`config.mk`:
```
export PLATFORM = sky130hd
export DESIGN_NAME = hist_gray_acc
export DESIGN_NICKNAME = d
export VERILOG_FILES = /design/src/rtl/hist_gray_acc.sv
export SDC_FILE = /design/constraint.sdc
export NUM_CORES = 1
export LEC_CHECK = 0
export ABC_AREA = 1
export CORE_AREA = 2 2 108 110
export CTS_CLUSTER_SIZE = 20
export DETAILED_ROUTE_END_ITERATION = 7
export DIE_AREA = 0 0 110 112
export PLACE_DENSITY = 0.73
export SYNTH_ARGS = -nofsm -noshare
export SYNTH_HDL_FRONTEND = slang
export SYNTH_SLANG_ARGS = --single-unit
export TNS_END_PERCENT = 30
```
`constraint.sdc`:
```
create_clock -name clk -period 3.6 [get_ports clk]
set_clock_uncertainty 0.1 [all_clocks]
set_input_delay 0.36 -clock clk [delete_from_list [all_inputs] [get_ports clk]]
set_output_delay 0.36 -clock clk [all_outputs]
set_load 0.005 [all_outputs]
```
`src/rtl/hist_gray_acc.sv`:
```
// Grayscale histogram accumulator: read-modify-write binning into an external
// dual-port RAM, with a read-then-clear dump of all 256 bins at frame end.
module hist_gray_acc #(
    parameter int BITWIDTH = 16
) (
    input  logic                clk,
    input  logic                rst,
    input  logic                pix_valid,
    output logic                pix_ready,
    input  logic [7:0]          pix_data,
    input  logic                pix_last,
    output logic [7:0]          ram_wraddress,
    output logic                ram_wren,
    output logic [BITWIDTH-1:0] ram_data,
    output logic [7:0]          ram_rdaddress,
    output logic                ram_rden,
    input  logic [BITWIDTH-1:0] ram_q,
    output logic                hist_valid,
    output logic [7:0]          hist_bin,
    output logic [BITWIDTH-1:0] hist_count,
    output logic                hist_last
);

    typedef enum logic [1:0] {CLEAR, ACC, DRAIN, DUMP} state_t;

    state_t              state;
    logic [8:0]          cnt;
    logic                accept;

    logic                s1_vld;
    logic [7:0]          s1_addr;
    logic                s2_vld;
    logic [7:0]          s2_addr;
    logic [BITWIDTH-1:0] s2_val;
    logic                s3_vld;
    logic [7:0]          s3_addr;
    logic [BITWIDTH-1:0] s3_val;

    logic                dmp_vld;
    logic [7:0]          dmp_bin;

    logic [BITWIDTH-1:0] fwd;
    logic [BITWIDTH-1:0] inc;

    assign accept = pix_valid & pix_ready;

    // S2 is being written this cycle; S3 was written on the same edge the
    // RAM sampled S1's read address, so the RAM returned stale data.
    always_comb begin
        if (s2_vld && s2_addr == s1_addr)
            fwd = s2_val;
        else if (s3_vld && s3_addr == s1_addr)
            fwd = s3_val;
        else
            fwd = ram_q;
        inc = (&fwd) ? fwd : fwd + BITWIDTH'(1);
    end

    always_comb begin
        ram_wren      = 1'b0;
        ram_wraddress = '0;
        ram_data      = '0;
        ram_rden      = 1'b0;
        ram_rdaddress = '0;
        if (!rst) begin
            if (state == CLEAR) begin
                ram_wren      = 1'b1;
                ram_wraddress = cnt[7:0];
            end else if (dmp_vld) begin
                ram_wren      = 1'b1;
                ram_wraddress = dmp_bin;
            end else if (s2_vld) begin
                ram_wren      = 1'b1;
                ram_wraddress = s2_addr;
                ram_data      = s2_val;
            end
            if (state == DUMP && !cnt[8]) begin
                ram_rden      = 1'b1;
                ram_rdaddress = cnt[7:0];
            end else if (accept) begin
                ram_rden      = 1'b1;
                ram_rdaddress = pix_data;
            end
        end
    end

    always_ff @(posedge clk) begin
        if (rst) begin
            state      <= CLEAR;
            cnt        <= '0;
            pix_ready  <= 1'b0;
            s1_vld     <= 1'b0;
            s1_addr    <= '0;
            s2_vld     <= 1'b0;
            s2_addr    <= '0;
            s2_val     <= '0;
            s3_vld     <= 1'b0;
            s3_addr    <= '0;
            s3_val     <= '0;
            dmp_vld    <= 1'b0;
            dmp_bin    <= '0;
            hist_valid <= 1'b0;
            hist_bin   <= '0;
            hist_count <= '0;
            hist_last  <= 1'b0;
        end else begin
            s1_vld  <= accept;
            s1_addr <= pix_data;
            s2_vld  <= s1_vld;
            s2_addr <= s1_addr;
            s2_val  <= inc;
            s3_vld  <= s2_vld;
            s3_addr <= s2_addr;
            s3_val  <= s2_val;

            // Dump read k returns on ram_q one cycle later, where it is
            // captured for output and the bin is cleared.
            dmp_vld    <= (state == DUMP) && !cnt[8];
            dmp_bin    <= cnt[7:0];
            hist_valid <= dmp_vld;
            hist_bin   <= dmp_vld ? dmp_bin : 8'd0;
            hist_count <= dmp_vld ? ram_q : '0;
            hist_last  <= dmp_vld && (&dmp_bin);

            case (state)
                CLEAR: begin
                    cnt <= cnt + 9'd1;
                    if (cnt == 9'd255) begin
                        state     <= ACC;
                        pix_ready <= 1'b1;
                        cnt       <= '0;
                    end
                end
                ACC: begin
                    if (accept && pix_last) begin
                        state     <= DRAIN;
                        pix_ready <= 1'b0;
                        cnt       <= '0;
                    end
                end
                DRAIN: begin
                    cnt <= cnt + 9'd1;
                    if (cnt[0]) begin
                        state <= DUMP;
                        cnt   <= '0;
                    end
                end
                DUMP: begin
                    // cnt == 256 is the cycle of the final clear write
                    cnt <= cnt + 9'd1;
                    if (cnt[8]) begin
                        state     <= ACC;
                        pix_ready <= 1'b1;
                        cnt       <= '0;
                    end
                end
                default: state <= CLEAR;
            endcase
        end
    end

endmodule

```
**After elaboration in Yosys (flattened, before gate mapping)**

Cells that the tools add are included.

- Word-level logic and storage cells: 79
- Output and inout port bits: 61
- Bits in registers: 106

- Add/subtract/negate cells: 2
- Multiplexer cells: 35
- Reductions and logical operators: 13
- Eq/ne operators: 10
- Bitwise logic cells: 2

Operators by type and width:

| operator | count |
|---|---|
| 2-to-1 mux 16 bit | 7 |
| 2-to-1 mux 8 bit | 7 |
| 2-to-1 mux 9 bit | 4 |
| case mux 9 bit (4 select lines) | 1 |
| adder 16 x 1 -> 16 bit, second input constant | 1 |
| == test 8 bit | 2 |
| AND reduction 16 bit | 1 |
| 2-to-1 mux 1 bit | 10 |
| adder 9 x 1 -> 9 bit, second input constant | 1 |
| == test 9 x 8 -> 1 bit, second input constant | 1 |
| 2-to-1 mux 2 bit | 4 |
| case mux 2 bit (4 select lines) | 1 |
| AND reduction 4 bit | 2 |
| AND reduction 8 bit | 1 |
| inequality test 2 bit, second input constant | 3 |
| logical AND 1 bit | 5 |
| == test 2 bit, second input constant | 2 |
| case mux 1 bit (3 select lines) | 1 |
| nonzero test 3 bit | 1 |
| == test 2 x 1 -> 1 bit, second input constant | 1 |
| logical NOT 2 bit | 1 |
| inequality test 2 x 1 -> 1 bit, second input constant | 1 |
| OR reduction 2 bit | 1 |
| bitwise AND 1 bit | 1 |
| other kinds (2) | 2 |

**Depth between registers and ports, before layout**

- Depth after elaboration: 6
- Gate-level depth with buffers: 19
- Gate-level depth less buffers: 18

**Worst setup path before layout**

OpenSTA, ideal clock, no wires.

- Path type: reg2reg
- From: reg s1_addr[3]
- To: reg s2_val[10]
- Stages on the path, launching flop included: 17
- Arrival time: 2.159 ns
- Required time: 3.444 ns
- Clock period less this slack: 2.314 ns
- Setup time: 0.056 ns
- Setup slack: 1.286 ns
- Path buffers: 2
- Cells stage by stage: dfxtp_1 xnor2_1 nand2_1 nor2_4 nand3_4 buf_6 nand2_1 nand3_1 nand2_2 ha_1 nand3_4 nor2_4 nand3_2 buf_6 nand3_2 nand2_1 inv_1

- Longest elaborated chain between the ends: 6
- Elaborated cells on any way between the ends: 9
- Those cells by class: add/sub: 1; eq/ne: 2; mux: 3; reduce/logical: 3

RTL lines:

| element | line | source |
|---|---|---|
| from (decl) | 31 | `logic [7:0] s1_addr;` |
| from (signal assigned) | 108 | `s1_addr <= pix_data;` |
| == test 8 bit | 52 | `else if (s3_vld && s3_addr == s1_addr)` |
| logical AND 1 bit | 52 |  |
| 2-to-1 mux 16 bit | 52 |  |
| 2-to-1 mux 16 bit * | 50 | `if (s2_vld && s2_addr == s1_addr)` |
| adder 16 x 1 -> 16 bit / AND reduction 16 bit (equally long branches) | 56 | `inc = (&fwd) ? fwd : fwd + BITWIDTH'(1);` |
| 2-to-1 mux 16 bit * | 56 |  |
| to (signal assigned) | 111 | `s2_val <= inc;` |
| to (decl) | 34 | `logic [BITWIDTH-1:0] s2_val;` |

Every way passes the cells marked *; elsewhere a longest branch is shown, timed or not.
A chain may end at the register's enable or synchronous reset.

**Final worst setup path**

- From: reg s3_addr[0]
- To: reg s2_val[9]

- Longest elaborated chain between the ends: 6
- Elaborated cells on any way between the ends: 7
- Those cells by class: add/sub: 1; eq/ne: 1; mux: 3; reduce/logical: 2

RTL lines:

| element | line | source |
|---|---|---|
| from (decl) | 36 | `logic [7:0] s3_addr;` |
| from (signal assigned) | 113 | `s3_addr <= s2_addr;` |
| == test 8 bit * | 52 |  |
| logical AND 1 bit * | 52 |  |
| 2-to-1 mux 16 bit * | 52 |  |
| 2-to-1 mux 16 bit * | 50 |  |
| adder 16 x 1 -> 16 bit / AND reduction 16 bit (equally long branches) | 56 |  |
| 2-to-1 mux 16 bit * | 56 |  |

Marks and branches as above.

==> run metrics <==
largest net degree at the start of global routing=53; CTS tree=done; post_cts resized=0; Mapped Cells=813; min Tclk post-route=~3.0 ns; Via density=5.05; final setup fails=0; Worst-path clk slew=0.07 ns; DIE WIDTH=approximately 110 um; Worst R2R Start=s3_addr[0]$_SDFF_PP0_; Final Core Density=60.2%; Crit path max-delay family=simple AND/OR/NAND/NOR gates; Clock Latency Late Sink=0.36 ns; RSZ-0062 raised after global routing=no; Setup crit start kind=register; PwrDens=475 nW/um2; setup bufs post-CTS=0; mapped cell area=approximately 5500 um2; Post-Layout Cell Count=1035; Final Power=0.00320 W; Hold Path Class=reg -> reg; Placement Rows=39; Yosys cell types=39; Critical Path Max Stage Delay=0.53 ns; # hold bufs at CTS=0; detailed placement HPWL=roughly 11000 um; WL per Instance=between 10 and 15 um; synth top area cells=dfxtp_1 39%, nand2_1 13%, inv_1 8.1%; Final Net Count=925; #FFs+latches synth=approximately 110; register area share after synthesis=between 30% and 40%; normalized max-slew margin=between 50% and 60%; crit-path most repeated cell=nand2_1; Syn. warnings=0; post-synth top area cell=dfxtp_1; first-pass GRT wire length=roughly 24000 um; die area=between 10000 and 15000 um2; crit-path cells=inv_1 -> nand2_1 -> and3_1 -> nand3_4 -> nand2_1 -> nand3_1 -> nand2_2 -> ha_1 -> nand3_4 -> nor2_4 -> nand3_2 -> nand3_1 -> nand2_1 -> inv_1; Area growth, synth to finish=23.2%; worst-case clock buffer depth=2; Routed WL=approximately 15000 um; Starting Density=between 40% and 50%; asr flop ratio synth=0%; drt drc=0; Max Freq=around 0.33 GHz; die height=112 um; Hold WS=about 0.30 ns; CP Capture Type=register; syn_area_per_cell=6.71 um2; PortBufs=88; period utilisation layout=around 84%; diode count=0; measured slew at the worst slew-check pin=about 0.69 ns; sink count of the clock tree=approximately 110; Max-Cap Viols=0; CP startpoint=s3_addr[0]$_SDFF_PP0_; Final Hold Vio Count=0; CP Class=reg -> reg; antenna violations before repair=0; share of cells above drive strength 1=approximately 7.8%; routed vias=roughly 5200; CP max FO=16; top-area cell type share of the netlist area=between 30% and 40%; # IOs=approximately 90; Routability Congestion=about 1.0; min-delay src=s1_vld$_SDFF_PP0_; initial DRC count=slightly above 400; clk root buf=clkbuf_16; vias in the first global route=roughly 4800; Critical-path top delay cell=and3_1; net count after synthesis=around 850; H-tree depth=3; crit path buf inv count=2; Pins Over Slew Limit=0; antenna viol nets, final=0; critical path data arrival time=~3.2 ns; Total GRT Usage=25.0%; GRT Residual Overflow=0; setup TNS=0 ns; Synth Flop Type=dfxtp_1; First-pass DRT Iterations=5; CORE AREA=approximately 11000 um2; LEAKAGE=between 2 and 3 nW; status=complete, no violations; worst vdd ir=0.392 mV; WP data required=3.80 ns; placed cell count=about 1000; Inserted Clock Buffers=9; Post-synth EDFFs=0
## registers in the layout, indices dropped and copies added, names as in the netlist, 2 cells and up
signal      flops
s3_val         16
cnt             9
s2_addr         8
state           2
hist_bin        8
s1_addr         8
dmp_bin         8
s2_val         16
s3_addr         8
hist_count     16
## worst min-delay path, delay by kind of cell, from the launching register on
kind	cells	cell delay, ns
buffers and inverters	1	0.04
AND/OR/NAND/NOR	1	0.03
flip-flops	1	0.30
## cell families (layout without fill, tap and decap cells)
group	Yosys count	count (layout)	synth area share, %
flops	106	106	38.9
compound gates	72	72	8.05
xor+xnor	6	6	0.963
fa+ha+maj	10	10	2.29
buf+inv	163	242	12.1
simple gates	456	456	37.7
## Yosys cell counts, drive strengths merged, types with 2 or more instances
library cell,instances
nand2,198
nor2,127
inv,126
dfxtp,106
nand3,78
o21ai,29
a21oi,23
nor3,23
nand4,22
buf,18
a31oi,15
clkbuf,15
ha,10
clkinv,4
xnor2,4
a221oi,3
nor4,3
and2,2
xor2,2
## cell type report
class                   instances  area [um2]
fillers                      1049        4450
multi-input cells             544        2670
flip-flops and latches        106        2120
repair buffers                 96         936
inverters                     130         489
clock buffers                  11         243
well taps                     143         179
clock inverters                 5        85.1
## where the power goes
part	internal (W)	switching [W]	leakage (nW)
clock network	0.000635	0.000455	0.162
registers	0.00125	0.0000655	0.866
logic	0.000324	0.000471	1.91
## stage by stage
| step | setup WS, ns | instance area (um2) |
|---|---|---|
| after global routing | 0.230 | 6730 |
| after floorplan | 1.29 | 5460 |
| after CTS | 0.585 | 6730 |
| after global placement | 0.696 | 6400 |
| final | 0.561 | 6730 |
| after detailed placement | 0.624 | 6400 |
## final timing paths
path	end	slack [ns]	cells past startpoint
min	s2_vld$_SDFF_PP0_	0.30	2
max reg2reg	s2_val[9]$_SDFF_PP0_	0.56	14
max	s2_val[9]$_SDFF_PP0_	0.56	14
min reg2reg	s2_vld$_SDFF_PP0_	0.30	2
## layer usage
metal | vias up | GRT usage, % | wire [um]
li1 | 2716 | - | -
met1 | 2326 | 36.1 | 7010
met2 | 167 | 37.3 | 6250
met3 | 22 | 4.22 | 968
met4 | 0 | 9.20 | 305
met5 | - | 0 | 0
## cell usage in the layout (no fill, tap or decap), types with 2 or more instances in the layout
| master | n |
|---|---|
| nor2_2 | 4 |
| nand3_1 | 69 |
| nand3_2 | 7 |
| inv_1 | 118 |
| dfxtp_1 | 106 |
| xnor2_1 | 4 |
| nand2_1 | 189 |
| bufinv_16 | 2 |
| clkinv_1 | 3 |
| o21ai_1 | 2 |
| nor3_1 | 22 |
| xor2_1 | 2 |
| a21oi_1 | 21 |
| nor2_4 | 5 |
| a21oi_2 | 2 |
| and2_1 | 2 |
| ha_1 | 10 |
| clkbuf_16 | 9 |
| a31oi_1 | 10 |
| o21ai_0 | 26 |
| clkdlybuf4s50_1 | 87 |
| inv_2 | 8 |
| nand2_2 | 9 |
| a31oi_2 | 5 |
| clkinv_2 | 2 |
| buf_4 | 8 |
| a221oi_1 | 3 |
| nand4_1 | 22 |
| nor2_1 | 118 |
| nor4_1 | 3 |
| nand3_4 | 2 |
Power figures use the tool's default switching activity.
